$ cat src/rtl/pipe_register_chain.sv
// WIDTH-bit, DEPTH-stage valid/ready register pipeline built from 2-entry skid stages.
// Define PIPE_REG_CHAIN_OCCUPANCY_EN to add a registered occupancy count output.
module pipe_register_chain #(
    parameter int unsigned WIDTH = 8,
    parameter int unsigned DEPTH = 2
) (
    input  logic                         clk,
    input  logic                         rst_n,
    input  logic                         flush,
    input  logic                         in_valid,
    output logic                         in_ready,
    input  logic [WIDTH-1:0]             in_data,
    output logic                         out_valid,
    input  logic                         out_ready,
    output logic [WIDTH-1:0]             out_data
`ifdef PIPE_REG_CHAIN_OCCUPANCY_EN
    ,
    output logic [$clog2(2*DEPTH+1)-1:0] occupancy
`endif
);

    logic [DEPTH-1:0] mv_q, mv_d, sv_q, sv_d;
    logic [WIDTH-1:0] md_q [DEPTH];
    logic [WIDTH-1:0] md_d [DEPTH];
    logic [WIDTH-1:0] sd_q [DEPTH];
    logic [WIDTH-1:0] sd_d [DEPTH];

    logic [DEPTH-1:0] up_valid, dn_ready;
    logic [WIDTH-1:0] up_data [DEPTH];

    // Each stage's ready comes only from its own skid flag, so no comb path spans stages.
    always_comb begin
        up_valid[0] = in_valid;
        up_data[0]  = in_data;
        for (int k = 1; k < int'(DEPTH); k++) begin
            up_valid[k] = mv_q[k-1];
            up_data[k]  = md_q[k-1];
        end
        for (int k = 0; k < int'(DEPTH) - 1; k++) begin
            dn_ready[k] = !sv_q[k+1];
        end
        dn_ready[DEPTH-1] = out_ready;
    end

    always_comb begin
        mv_d = mv_q;
        sv_d = sv_q;
        md_d = md_q;
        sd_d = sd_q;
        for (int k = 0; k < int'(DEPTH); k++) begin
            if (flush) begin
                mv_d[k] = 1'b0;
                sv_d[k] = 1'b0;
            end else if (dn_ready[k] || !mv_q[k]) begin
                if (sv_q[k]) begin
                    mv_d[k] = 1'b1;
                    md_d[k] = sd_q[k];
                end else if (up_valid[k]) begin
                    mv_d[k] = 1'b1;
                    md_d[k] = up_data[k];
                end else begin
                    mv_d[k] = 1'b0;
                end
                sv_d[k] = 1'b0;
            end else if (up_valid[k] && !sv_q[k]) begin
                // Head is stalled: park the incoming beat in the skid slot.
                sv_d[k] = 1'b1;
                sd_d[k] = up_data[k];
            end
        end
    end

    always_ff @(posedge clk or negedge rst_n) begin
        if (!rst_n) begin
            mv_q <= '0;
            sv_q <= '0;
            for (int k = 0; k < int'(DEPTH); k++) begin
                md_q[k] <= '0;
                sd_q[k] <= '0;
            end
        end else begin
            mv_q <= mv_d;
            sv_q <= sv_d;
            md_q <= md_d;
            sd_q <= sd_d;
        end
    end

    assign in_ready  = !sv_q[0] && !flush;
    assign out_valid = mv_q[DEPTH-1];
    assign out_data  = md_q[DEPTH-1];

`ifdef PIPE_REG_CHAIN_OCCUPANCY_EN
    localparam int unsigned OccW = $clog2(2*DEPTH+1);

    logic            in_fire, out_fire;
    logic [OccW-1:0] occ_q, occ_d;

    assign in_fire  = in_valid && in_ready;
    assign out_fire = out_valid && out_ready;

    always_comb begin
        occ_d = occ_q;
        if (flush) begin
            occ_d = '0;
        end else if (in_fire && !out_fire) begin
            occ_d = occ_q + 1'b1;
        end else if (!in_fire && out_fire) begin
            occ_d = occ_q - 1'b1;
        end
    end

    always_ff @(posedge clk or negedge rst_n) begin
        if (!rst_n) begin
            occ_q <= '0;
        end else begin
            occ_q <= occ_d;
        end
    end

    assign occupancy = occ_q;
`endif

endmodule

$ cat config.mk
export PLATFORM = sky130hd
export DESIGN_NAME = pipe_register_chain
export DESIGN_NICKNAME = d
export VERILOG_FILES = /design/src/rtl/pipe_register_chain.sv
export SDC_FILE = /design/constraint.sdc
export NUM_CORES = 1
export LEC_CHECK = 0
export CAP_MARGIN = 5
export CORE_MARGIN = 3
export CORE_UTILIZATION = 45
export CTS_CLUSTER_SIZE = 16
export DETAILED_ROUTE_END_ITERATION = 10
export HOLD_SLACK_MARGIN = 0.08
export PLACE_DENSITY_LB_ADDON = 0.15
export SETUP_SLACK_MARGIN = 0.3
export SYNTH_ARGS = -nofsm -noshare
export SYNTH_HDL_FRONTEND = slang
export SYNTH_SLANG_ARGS = --single-unit
$ cat constraint.sdc
create_clock -name clk -period 2.7 [get_ports clk]
set_input_delay 0.27 -clock clk [delete_from_list [all_inputs] [get_ports clk]]
set_output_delay 0.27 -clock clk [all_outputs]
set_load 0.01 [all_outputs]
# [Word level (Yosys, flattened, before mapping)]
# Cells that the tools add are included.
[totals] regBits=36 inputBits=13
[op_classes] muxes=18 bitwise=3 reduce_logical=20
[op_table] op="$mux W8" count=4
[op_table] op="$mux W1" count=14
[op_table] op="$reduce_and A3 Y1" count=4
[op_table] op="$reduce_bool A2 Y1" count=4
[op_table] op="$reduce_bool A3 Y1" count=2
[op_table] op="$logic_not A1 Y1" count=5
[op_table] op="$logic_and A1 B1 Y1" count=3
[op_table] op="$not A1 Y1" count=3
[op_table] op="$logic_or A1 B1 Y1" count=2

# [Logic depth before layout (Yosys ltp)]
# Gate-level depths: netlist of the first run.
[logic_depth] ltp_word=5 ltp_mapped=4 depth_no_buf=3

# [Worst setup path before layout of the first run]
# No wires, ideal clock.
[synth_timing] kind="reg2reg" start="register mv_q[1]" end="register sd_q[0] (netlist bit)" setup_ns=0.125 arrival_ns=1.391 required_ns=2.575 slack_ns=1.184 stages_incl_launch_ff=5 synth_period_minus_slack_ns=1.516 path_cell_list="dfrtp_1 > nand2b_1 > or4b_4 > buf_6 > mux2_4"
[synth_between] elab_chain_cells=4
[synth_lines] element="start, declared" line_no="22" text="logic [DEPTH-1:0] mv_q, mv_d, sv_q, sv_d;"
[synth_lines] element="start signal, assigned" line_no="82" text="mv_q <= mv_d;"
[synth_lines] element="$logic_not A1 Y1" line_no="54" text="end else if (dn_ready[k] || !mv_q[k]) begin"
[synth_lines] element="$logic_or A1 B1 Y1" line_no="54"
[synth_lines] element="$not A1 Y1 (no line)"
[synth_lines] element="$reduce_and A3 Y1 (no line)"
[synth_lines] element="end signal, assigned by index" line_no="79" text="sd_q[k] <= '0;"
[synth_lines] element="end signal, assigned" line_no="85" text="sd_q <= sd_d;"
[synth_lines] element="end, declared" line_no="25" text="logic [WIDTH-1:0] sd_q [DEPTH];"
# Every way passes these cells.
# A chain may end at the register's enable or synchronous reset.

# [Final worst setup path of the first run]
[layout_timing] start="register sv_q[1]" end="register md_q (netlist bit out_data[1])"
[layout_between] elab_chain_cells=2
[layout_lines] element="start, declared" line_no="22"
[layout_lines] element="start signal, assigned" line_no="83" text="sv_q <= sv_d;"
[layout_lines] element="$reduce_bool A2 Y1 (no line)"
[layout_lines] element="$reduce_and A3 Y1 (no line)"
[layout_lines] element="end signal, assigned" line_no="84" text="md_q <= md_d;"
[layout_lines] element="end, declared" line_no="23" text="logic [WIDTH-1:0] md_q [DEPTH];"
# Parallel ways exist; a longest one is shown, timed or not.

==> run_results.csv, run 1 <==
group,metric,value,unit
outcome,outcome,"finished clean",
synth,synth_common_cells,"mux2_2 (40), dfrtp_1 (36), buf_4 (9)",
power_and_ir_drop,p_comb_share,19.7,%
synth,synth_top_area_cell,"dfrtp_1",
sta,fin_setup_tns,0,ps
layout,multiInputGateArea,657,sq um
sta,post-route-period-util,71.3,%
power_and_ir_drop,vdd_drop_max,0.354,mV
clock_tree,clock_latency,270,ps
sta,hold_slack,416,ps
placed_design,gp_congestion,0.648,
route,met3_length,97,microns
critical_path,reg2reg_from,"sv_q[1]$_DFFE_PN0P_",
die,dieArea,4440,sq um
layout,nets,140,
route,wl_per_cell,14.4,microns
global_routing,grt_start_max_net_pins,37,
synth,yosys-top-cells-area,"dfrtp_1 (55%), mux2_2 (27%), mux2_4 (7.3%), buf_4 (4.1%), buf_6 (1.4%)",
clock_tree,clockBufferDepth,2,
global_routing,grt.total_usage,13.3,%
synth,yosysWarnings,0,
route,via_per_inst,5.06,
synth,postSynthAreaPerCell,15.2,sq um
route,drc,0,
sta,final_hold_viol_count,0,
die,start_util,48.0,%
clock_tree,post-cts-setup-buffers,0,
power_and_ir_drop,seqPwrFrac,50.7,%
layout,insertedDiodeCount,0,
clock_tree,cts_made_buffers,5,
synth,synth-main-ff-cell,"dfrtp_1",
power_and_ir_drop,switching_share,22.4,%
critical_path,worstSetupPathType,"reg -> reg",
die,die-width,66.6,microns
layout,layout.area.seq,901,sq um
global_routing,grt_pass1_vias,1005,
die,fp.dieH,66.6,microns
power_and_ir_drop,pwr-share-clk,29.5,%
clock_tree,cts_root_buf,"clkbuf_8",
sta,fmax,0.519,GHz
route,wl_met2,1300,microns
sta,finalSetupViolCount,0,
clock_tree,cts_tree,"yes",
layout,final_layout_size_suffix_gt1_share,46.5,%
sta,tightest_slew,660,ps
hold_path,holdCritPathClass,"in -> async",
die,num_rows,21,
clock_tree,path_clk_slew,60,ps
power_and_ir_drop,p_switching,0.298,mW
critical_path,cp-start-kind,"flop",
clock_tree,cts.htree.levels,2,
critical_path,r2r_slack,770,ps
sta,relSlewSlack,55.8,%
placed_design,io_buffers,22,
job,drv_cap,0,
route,dr.pass1.iters,3,
global_routing,grt-ovfl-total,0,
synth,ys_ff_latch,36,
layout,fill_cells,295,
layout,area_delta_synth_final,17.3,%
sta,post-route-min-period,1930,ps
route,vias,875,
clock_tree,cts_hold_buf,0,
route,drt-met1-wl,1080,microns
critical_path,cp.required,2860,ps
sta,fin_skew,3.55,ps
clock_tree,cts_sinks,36,
global_routing,grt_pass1_wl,4370,microns
synth,synth_edf_count,0,
global_routing,antenna_found_initial,0,
sta,grt_setup_unrepaired,"false",
critical_path,crit_fanout,13,
route,dr.max_layer_used,"met4",
critical_path,cp.arrival,2080,ps
critical_path,crit_start,"sv_q[1]$_DFFE_PN0P_",
route,drt_iter0_markers,13,
synth,syn_inst,109,
placed_design,hpwl,1810,microns
synth,yosysMostFrequentCell,"mux2_2",
route,ant_nets,0,
power_and_ir_drop,power.leakage,0.864,nW
synth,synthDistinctLibCells,15,
power_and_ir_drop,powerDensity,684,nW/um^2
synth,yosysSeqAreaShare,54.5,%
power_and_ir_drop,internal_power,1.03,mW
synth,async_reset_ff_share,100,%
die,core_area,3440,sq um
critical_path,endpoint_kind,"flop",
sta,drv_slew,0,
synth,yosysTopAreaCellShare,54.5,%
die,io_pins,23,
synth,syn_nets,122,
route,drt_wl_total,2490,microns
synth,synth_area,1650,sq um
clock_tree,post_cts_resized,0,
## sequential cells by signal, indices dropped and copies added, names as in the netlist
signal / count
out_data: 8
sd_q: 16
md_q: 8
mv_q: 2
sv_q: 2
## critical path, stage by stage, from the launching register on
cell and delay (ps):
dfrtp_1 650, nor2_1 170, nor3b_2 580, mux2_2 400
## kinds of logic (layout without fill, tap and decap cells)
logic type / count (synthesis) / count (layout) / synth area share (%)
flip-flops: 36 / 36 / 54.5
buffers and inverters: 12 / 30 / 5.75
AO/OA/AOI/OAI: 3 / 3 / 1.36
AND/OR/NAND/NOR: 10 / 10 / 3.86
multiplexers: 48 / 48 / 34.5
## layout make-up
cell class                      count  area share (%)
Timing Repair Buffer               23            11.7
Clock buffer                        7            4.97
Tap cell                           46            2.97
Multi-Input combinational cell     61            33.9
Sequential cell                    36            46.5
## worst paths after layout
path / end / cells past startpoint
max in group asynchronous: md_q[12]$_DFFE_PN0P_ / 2
worst max-delay path: out_data[1]$_DFFE_PN0P_ / 3
worst max register to register: out_data[1]$_DFFE_PN0P_ / 3
worst min register to register: sd_q[15]$_DFFE_PN0P_ / 1
worst min-delay path: sd_q[11]$_DFFE_PN0P_ / 2
min in group clk: sd_q[15]$_DFFE_PN0P_ / 1
## layout by cell type (no fill, tap or decap), types with 2 or more instances in the layout
cell,n
a21oi_1,2
nor3_1,2
mux2_2,40
clkbuf_8,7
dfrtp_1,36
nor2_1,3
mux2_4,8
clkdlybuf4s50_1,22
## per-stage QoR
stage	power, mW	utilization, %	cells	setup slack, ps	cell area, sq um
after floorplan	0.865	-	109	1180	1650
after global placement	0.942	53.5	166	727	1840
after detailed placement	0.950	53.5	166	673	1840
after CTS	1.35	56.3	173	757	1940
after global routing	1.40	56.3	173	641	1940
final	1.33	56.3	173	775	1940
## per-layer routing
layer  GRT usage (%)  vias up
li1                -      412
met1            15.5      448
met2            22.9       13
met3            3.88        2
met4            5.33        0
met5               0        -
## power by group through the flow
stage | combinational [mW] | clock (mW) | sequential (mW)
floorplan | 0.198 | 0 | 0.667
global placement | 0.261 | 0 | 0.681
detailed placement | 0.265 | 0 | 0.684
CTS | 0.267 | 0.405 | 0.675
global route | 0.287 | 0.431 | 0.686
finish | 0.262 | 0.392 | 0.673
(Power assumes the default switching activity.)
==> inputs of run 2 (changes only) <==
Clock period 2.7 ns to 1.66 ns, I/O delays scaled along.
==> run 2 against run 1 <==
Utilization up 6.1 points. First-iteration DRC count rose to 2.9 times the previous value. Clock-buffer cell count down 1. Sequential share of layout area down 4.5 points. Global-route usage up 0.68 points. Design area up 11%. Register-to-register slack worse by 620 ps. Critical path depth down 1. Wire length up 12%. Critical path type unchanged. Critical endpoint is now sd_q[6]$_DFFE_PN0P_.
==> run_results.csv, run 2 (synthesized netlist as in run 1, its figures left out) <==
group,metric,value,unit
layout,final_layout_size_suffix_gt1_share,52.6,%
clock_tree,cts_root_buf,"clkbuf_8",
critical_path,ff2ff_path_depth,2,
critical_path,path_buf_inv,0,
layout,area_delta_synth_final,30.0,%
route,via_per_inst,5.11,
route,dr.pass1.iters,4,
layout,insertedDiodeCount,0,
layout,largest_reg_flops,16,
sta,drv_slew,0,
layout,fin_util,62.4,%
power_and_ir_drop,seqPwrFrac,47.6,%
route,drt_iter0_markers,38,
layout,final_common_cell,"dfrtp_1",
global_routing,grt.total_usage,14.0,%
die,io_pins,23,
global_routing,use_met1,15.4,%
clock_tree,cts_tree,"yes",
sta,fin_skew,5.85,ps
global_routing,grt_use_met2,23.8,%
critical_path,worstSetupPathType,"reg -> reg",
layout,nets,149,
critical_path,crit_fanout,8,
power_and_ir_drop,internal_power,1.77,mW
critical_path,crit_chain,"or4b_4, mux2_4",
power_and_ir_drop,p_switching,0.526,mW
sta,final_hold_viol_count,0,
global_routing,grt_pass1_wl,4490,microns
global_routing,grt_busiest_layer,"met2",
power_and_ir_drop,vdd_drop_max,0.543,mV
route,drc,0,
die,start_util,48.0,%
layout,fill_cells,280,
clock_tree,cts.htree.levels,2,
clock_tree,cts_hold_buf,0,
die,core_area,3440,sq um
sta,post-route-period-util,90.4,%
critical_path,reg2reg_from,"sv_q[1]$_DFFE_PN0P_",
clock_tree,path_clk_slew,70,ps
sta,hold_slack,290,ps
sta,finalSetupViolCount,0,
global_routing,grt_start_max_net_pins,37,
power_and_ir_drop,p_comb_share,19.9,%
critical_path,cp.required,1830,ps
clock_tree,clock_latency,290,ps
sta,worst_slack,159,ps
layout,multiInputGateArea,741,sq um
critical_path,cp-start-kind,"flop",
die,num_rows,21,
clock_tree,cts_sinks,36,
hold_path,holdCritPathClass,"in -> async",
layout,final_cell_mix,"dfrtp_1 (35), mux2_2 (26), mux2_4 (22)",
critical_path,r2r_slack,160,ps
route,wl_per_cell,15.3,microns
placed_design,io_buffers,22,
sta,relSlewSlack,70.1,%
sta,post-route-min-period,1500,ps
critical_path,cp.arrival,1670,ps
critical_path,endpoint_kind,"flop",
placed_design,gp_congestion,0.651,
placed_design,dpl_worst_slack,-138,ps
sta,fmax,0.666,GHz
global_routing,grt_pass1_vias,1003,
clock_tree,cts_made_buffers,5,
power_and_ir_drop,power.leakage,1.06,nW
die,die-width,66.6,microns
global_routing,antenna_found_initial,0,
global_routing,met3_usage,4.55,%
route,vias,935,
layout,top_register,"sd_q",
layout,layout.area.seq,902,sq um
critical_path,crit_family,"simple AND/OR/NAND/NOR gates",
power_and_ir_drop,switching_share,22.9,%
sta,tightest_slew,449,ps
critical_path,critPathSlowestCell,"or4b_4",
power_and_ir_drop,powerDensity,1070,nW/um^2
clock_tree,clockBufferDepth,2,
critical_path,slowest_delay,650,ps
die,dieArea,4440,sq um
sta,grt_setup_unrepaired,"true",
critical_path,r2r_end,"sd_q[6]$_DFFE_PN0P_",
route,drt_wl_total,2800,microns
job,drv_cap,0,
die,fp.dieH,66.6,microns
power_and_ir_drop,pwr-share-clk,32.6,%
outcome,outcome,"finished clean",
route,ant_nets,0,
global_routing,grt-ovfl-total,0,
run 2: cell count changes in the layout (fill, tap and decap cells not counted), sizes merged:
| cell | before | now |
|---|---|---|
| clkdlybuf4s50 | 22 | 14 |
| bufinv | 0 | 1 |
| dlymetal6s2s | 0 | 7 |
| clkdlybuf4s15 | 0 | 1 |
| buf | 1 | 10 |
| clkinv | 0 | 1 |
| clkbuf | 7 | 6 |
run 2: power groups by stage:
stage	combinational, mW	clock [mW]	sequential (mW)
detailed placement	0.449	0	1.11
floorplan	0.326	0	1.09
finish	0.456	0.749	1.09
global route	0.494	0.804	1.11
global placement	0.438	0	1.11
CTS	0.449	0.774	1.09
run 2: timing repair:
item                       4_1_cts  5_1_grt
setup endpoints to repair       25       37
buffers inserted                 0        2
pin swaps                        0        1
resized for setup                2       28
run 2: area by class of cell:
type	count	area share, %
sequential	36	42.0
multi-input combinational	61	34.5
timing repair buffer	32	15.8
clock buffer	6	3.38
tap	46	2.68
clock inverter	2	1.63
run 2: how the worst max path moves through the flow:
stage	cells past startpoint	to	slack, ps	start
finish	2	sd_q[6]$_DFFE_PN0P_	160	sv_q[1]$_DFFE_PN0P_
global route	2	sd_q[6]$_DFFE_PN0P_	130	sv_q[1]$_DFFE_PN0P_
CTS	5	out_data[1]$_DFFE_PN0P_	150	sv_q[1]$_DFFE_PN0P_
detailed placement	4	sd_q[6]$_DFFE_PN0P_	-140	out_ready
global placement	4	sd_q[0]$_DFFE_PN0P_	-80	out_ready
floorplan	4	sd_q[0]$_DFFE_PN0P_	140	mv_q[1]$_DFFE_PN0P_
run 2: through the flow:
step	power, mW	setup TNS [ps]	std cells	instance area [sq um]
2_1_floorplan	1.41	0	109	1680
3_3_place_gp	1.54	-619	173	1930
3_5_place_dp	1.56	-1220	173	1930
4_1_cts	2.32	0	181	2030
5_1_grt	2.41	0	183	2150
6_report	2.30	0	183	2150
run 2: metal layers:
metal	vias to the layer above	routed length, microns
met5	-	0
met4	0	24
met3	2	161
met2	17	1460
met1	484	1150
li1	432	-
==> inputs of run 3 (changes only) <==
--- a/config.mk
+++ b/config.mk
@@ -9,5 +9,6 @@
 export CORE_MARGIN = 3
-export CORE_UTILIZATION = 45
+export CORE_UTILIZATION = 48
 export CTS_CLUSTER_SIZE = 16
 export DETAILED_ROUTE_END_ITERATION = 10
+export GPL_TIMING_DRIVEN = 0
 export HOLD_SLACK_MARGIN = 0.08
==> constraint.sdc (replaced) <==
create_clock -name clk -period 1.66 [get_ports clk]
set_input_delay 0.498 -clock clk [delete_from_list [all_inputs] [get_ports clk]]
set_output_delay 0.498 -clock clk [all_outputs]
set_load 0.01 [all_outputs]
==> run 3 against run 2 <==
Maximum frequency is 6.6% lower. Power is 6.9% higher. Critical path depth is 3 higher. Combinational power is 60% higher. Wire length is 24% higher. Via count is 9.2% higher. Final cell count is 9.3% higher. Critical path type is now in -> reg. Largest cell class unchanged. Largest power group unchanged.
==> run_results.csv, run 3 (synthesized netlist as in run 1, its figures left out) <==
group,metric,value,unit
outcome,outcome,"finished clean",
power_and_ir_drop,switching_share,24.6,%
critical_path,crit_fanout,8,
sta,relSlewSlack,47.6,%
sta,tightest_slew,786,ps
critical_path,worstSetupPathType,"in -> reg",
global_routing,grt_start_max_net_pins,37,
die,start_util,52.0,%
job,drv_cap,0,
die,core_area,3180,sq um
critical_path,endpoint_kind,"flop",
layout,top_register,"sd_q",
clock_tree,cts_tree,"yes",
power_and_ir_drop,internal_power,1.85,mW
layout,nets,168,
critical_path,slowest_delay,490,ps
layout,final_common_cell,"dfrtp_1",
placed_design,io_buffers,21,
critical_path,cp-start-kind,"input port",
critical_path,critPathSlowestCell,"or4b_4",
clock_tree,clockBufferDepth,2,
sta,fin_setup_tns,0,ps
sta,finalSetupViolCount,0,
clock_tree,cts.htree.levels,2,
global_routing,grt-ovfl-total,0,
power_and_ir_drop,power.leakage,1.16,nW
power_and_ir_drop,vdd_drop_max,0.893,mV
layout,insertedDiodeCount,0,
die,die-width,64.7,microns
die,io_pins,23,
placed_design,hpwl,1860,microns
layout,final_layout_size_suffix_gt1_share,66.0,%
placed_design,placed_cells,174,
clock_tree,cts_root_buf,"clkbuf_4",
power_and_ir_drop,power,2.46,mW
power_and_ir_drop,powerDensity,1020,nW/um^2
layout,stdcell_area,2400,sq um
sta,post-route-min-period,1610,ps
layout,stdcell_count,200,
sta,fmax,0.623,GHz
global_routing,antenna_found_initial,0,
sta,drv_slew,0,
die,dieArea,4180,sq um
sta,final_hold_viol_count,0,
route,via_per_inst,5.11,
route,vias,1021,
clock_tree,cts_sinks,36,
sta,post-route-period-util,96.8,%
power_and_ir_drop,seqPwrFrac,45.4,%
sta,grt_setup_unrepaired,"true",
critical_path,crit_chain,"dlygate4sd2_1, nand2b_4, or4b_4, buf_12, mux2_4",
power_and_ir_drop,p_switching,0.603,mW
die,num_rows,20,
power_and_ir_drop,pwr-share-clk,24.9,%
global_routing,grt_pass1_wl,5820,microns
layout,area_delta_synth_final,45.1,%
clock_tree,path_clk_slew,120,ps
layout,largest_reg_flops,16,
global_routing,grt_pass1_vias,1135,
route,drc,0,
hold_path,holdCritPathClass,"in -> async",
critical_path,cp.required,1890,ps
placed_design,place_area,1930,sq um
power_and_ir_drop,p_comb_share,29.6,%
route,ant_nets,0,
placed_design,gp_congestion,0.665,
route,drt_wl_total,3470,microns
route,dr.pass1.iters,2,
layout,final_cell_mix,"dfrtp_1 (36), mux2_4 (32), buf_6 (24)",
sta,hold_slack,224,ps
route,drt_iter0_markers,63,
clock_tree,cts_made_buffers,5,
clock_tree,clock_latency,340,ps
route,wl_per_cell,17.4,microns
critical_path,cp.arrival,1830,ps
sta,fin_skew,12.8,ps
global_routing,grt.total_usage,18.7,%
die,fp.dieH,64.7,microns
==> run 3: worst paths after layout <==
kind	startpoint	endpoint	slack (ps)	cells after the start
hold / removal	rst_n	mv_q[1]$_DFFE_PN0P_	220	1
hold reg to reg	sd_q[2]$_DFFE_PN0P_	sd_q[2]$_DFFE_PN0P_	520	1
setup / recovery	out_ready	sd_q[3]$_DFFE_PN0P_	50	5
min in group clk	flush	mv_q[1]$_DFFE_PN0P_	350	2
setup reg to reg	mv_q[1]$_DFFE_PN0P_	sd_q[3]$_DFFE_PN0P_	60	5
max in group asynchronous	rst_n	md_q[12]$_DFFE_PN0P_	930	1
==> run 3: power by group through the flow <==
stage	clock, mW	combinational (mW)	sequential [mW]
CTS	0.623	0.672	1.11
global route	0.673	0.777	1.13
detailed placement	0	0.518	1.11
global placement	0	0.510	1.10
finish	0.612	0.728	1.12
floorplan	0	0.324	1.09
==> run 3: what timing repair did <==
action / in CTS / in global routing
setup buffers: 10 / 7
resized for setup: 95 / 8
pin swaps: 4 / 4
hold buffers: 0 / 0
setup endpoints to repair: 42 / 42
cloned: 1 / 0
==> run 3: cell type report <==
cell class | count | area [sq um]
clock inverters | 2 | 35.0
flip-flops and latches | 36 | 901
plain buffers | 12 | 151
well taps | 44 | 55.1
clock buffers | 6 | 41.3
repair buffers | 39 | 424
fillers | 183 | 779
multi-input cells | 61 | 791
==> run 3: per-stage QoR <==
stage / worst slack, ps / util [%]
CTS: 41.8 / 73.1
finish: 53.9 / 75.5
global placement: -666 / 60.8
global route: 9.43 / 75.5
floorplan: -22.9 / -
detailed placement: -505 / 60.7
==> run 3: worst max-delay path, delay by kind of cell <==
kind | cells | cell delay [ps]
buf+inv | 2 | 410
mux | 1 | 290
simple gates | 2 | 630
==> run 3: routing by layer <==
| metal | routed length, microns | part of all wire, % | vias up | track usage (%) |
|---|---|---|---|---|
| met5 | 0 | 0 | - | 0 |
| met4 | 11 | 0.32 | 0 | 4.75 |
| met3 | 115 | 3.3 | 2 | 5.55 |
| met2 | 1890 | 54 | 18 | 32.1 |
| met1 | 1460 | 42 | 529 | 23.2 |
| li1 | - | - | 472 | - |
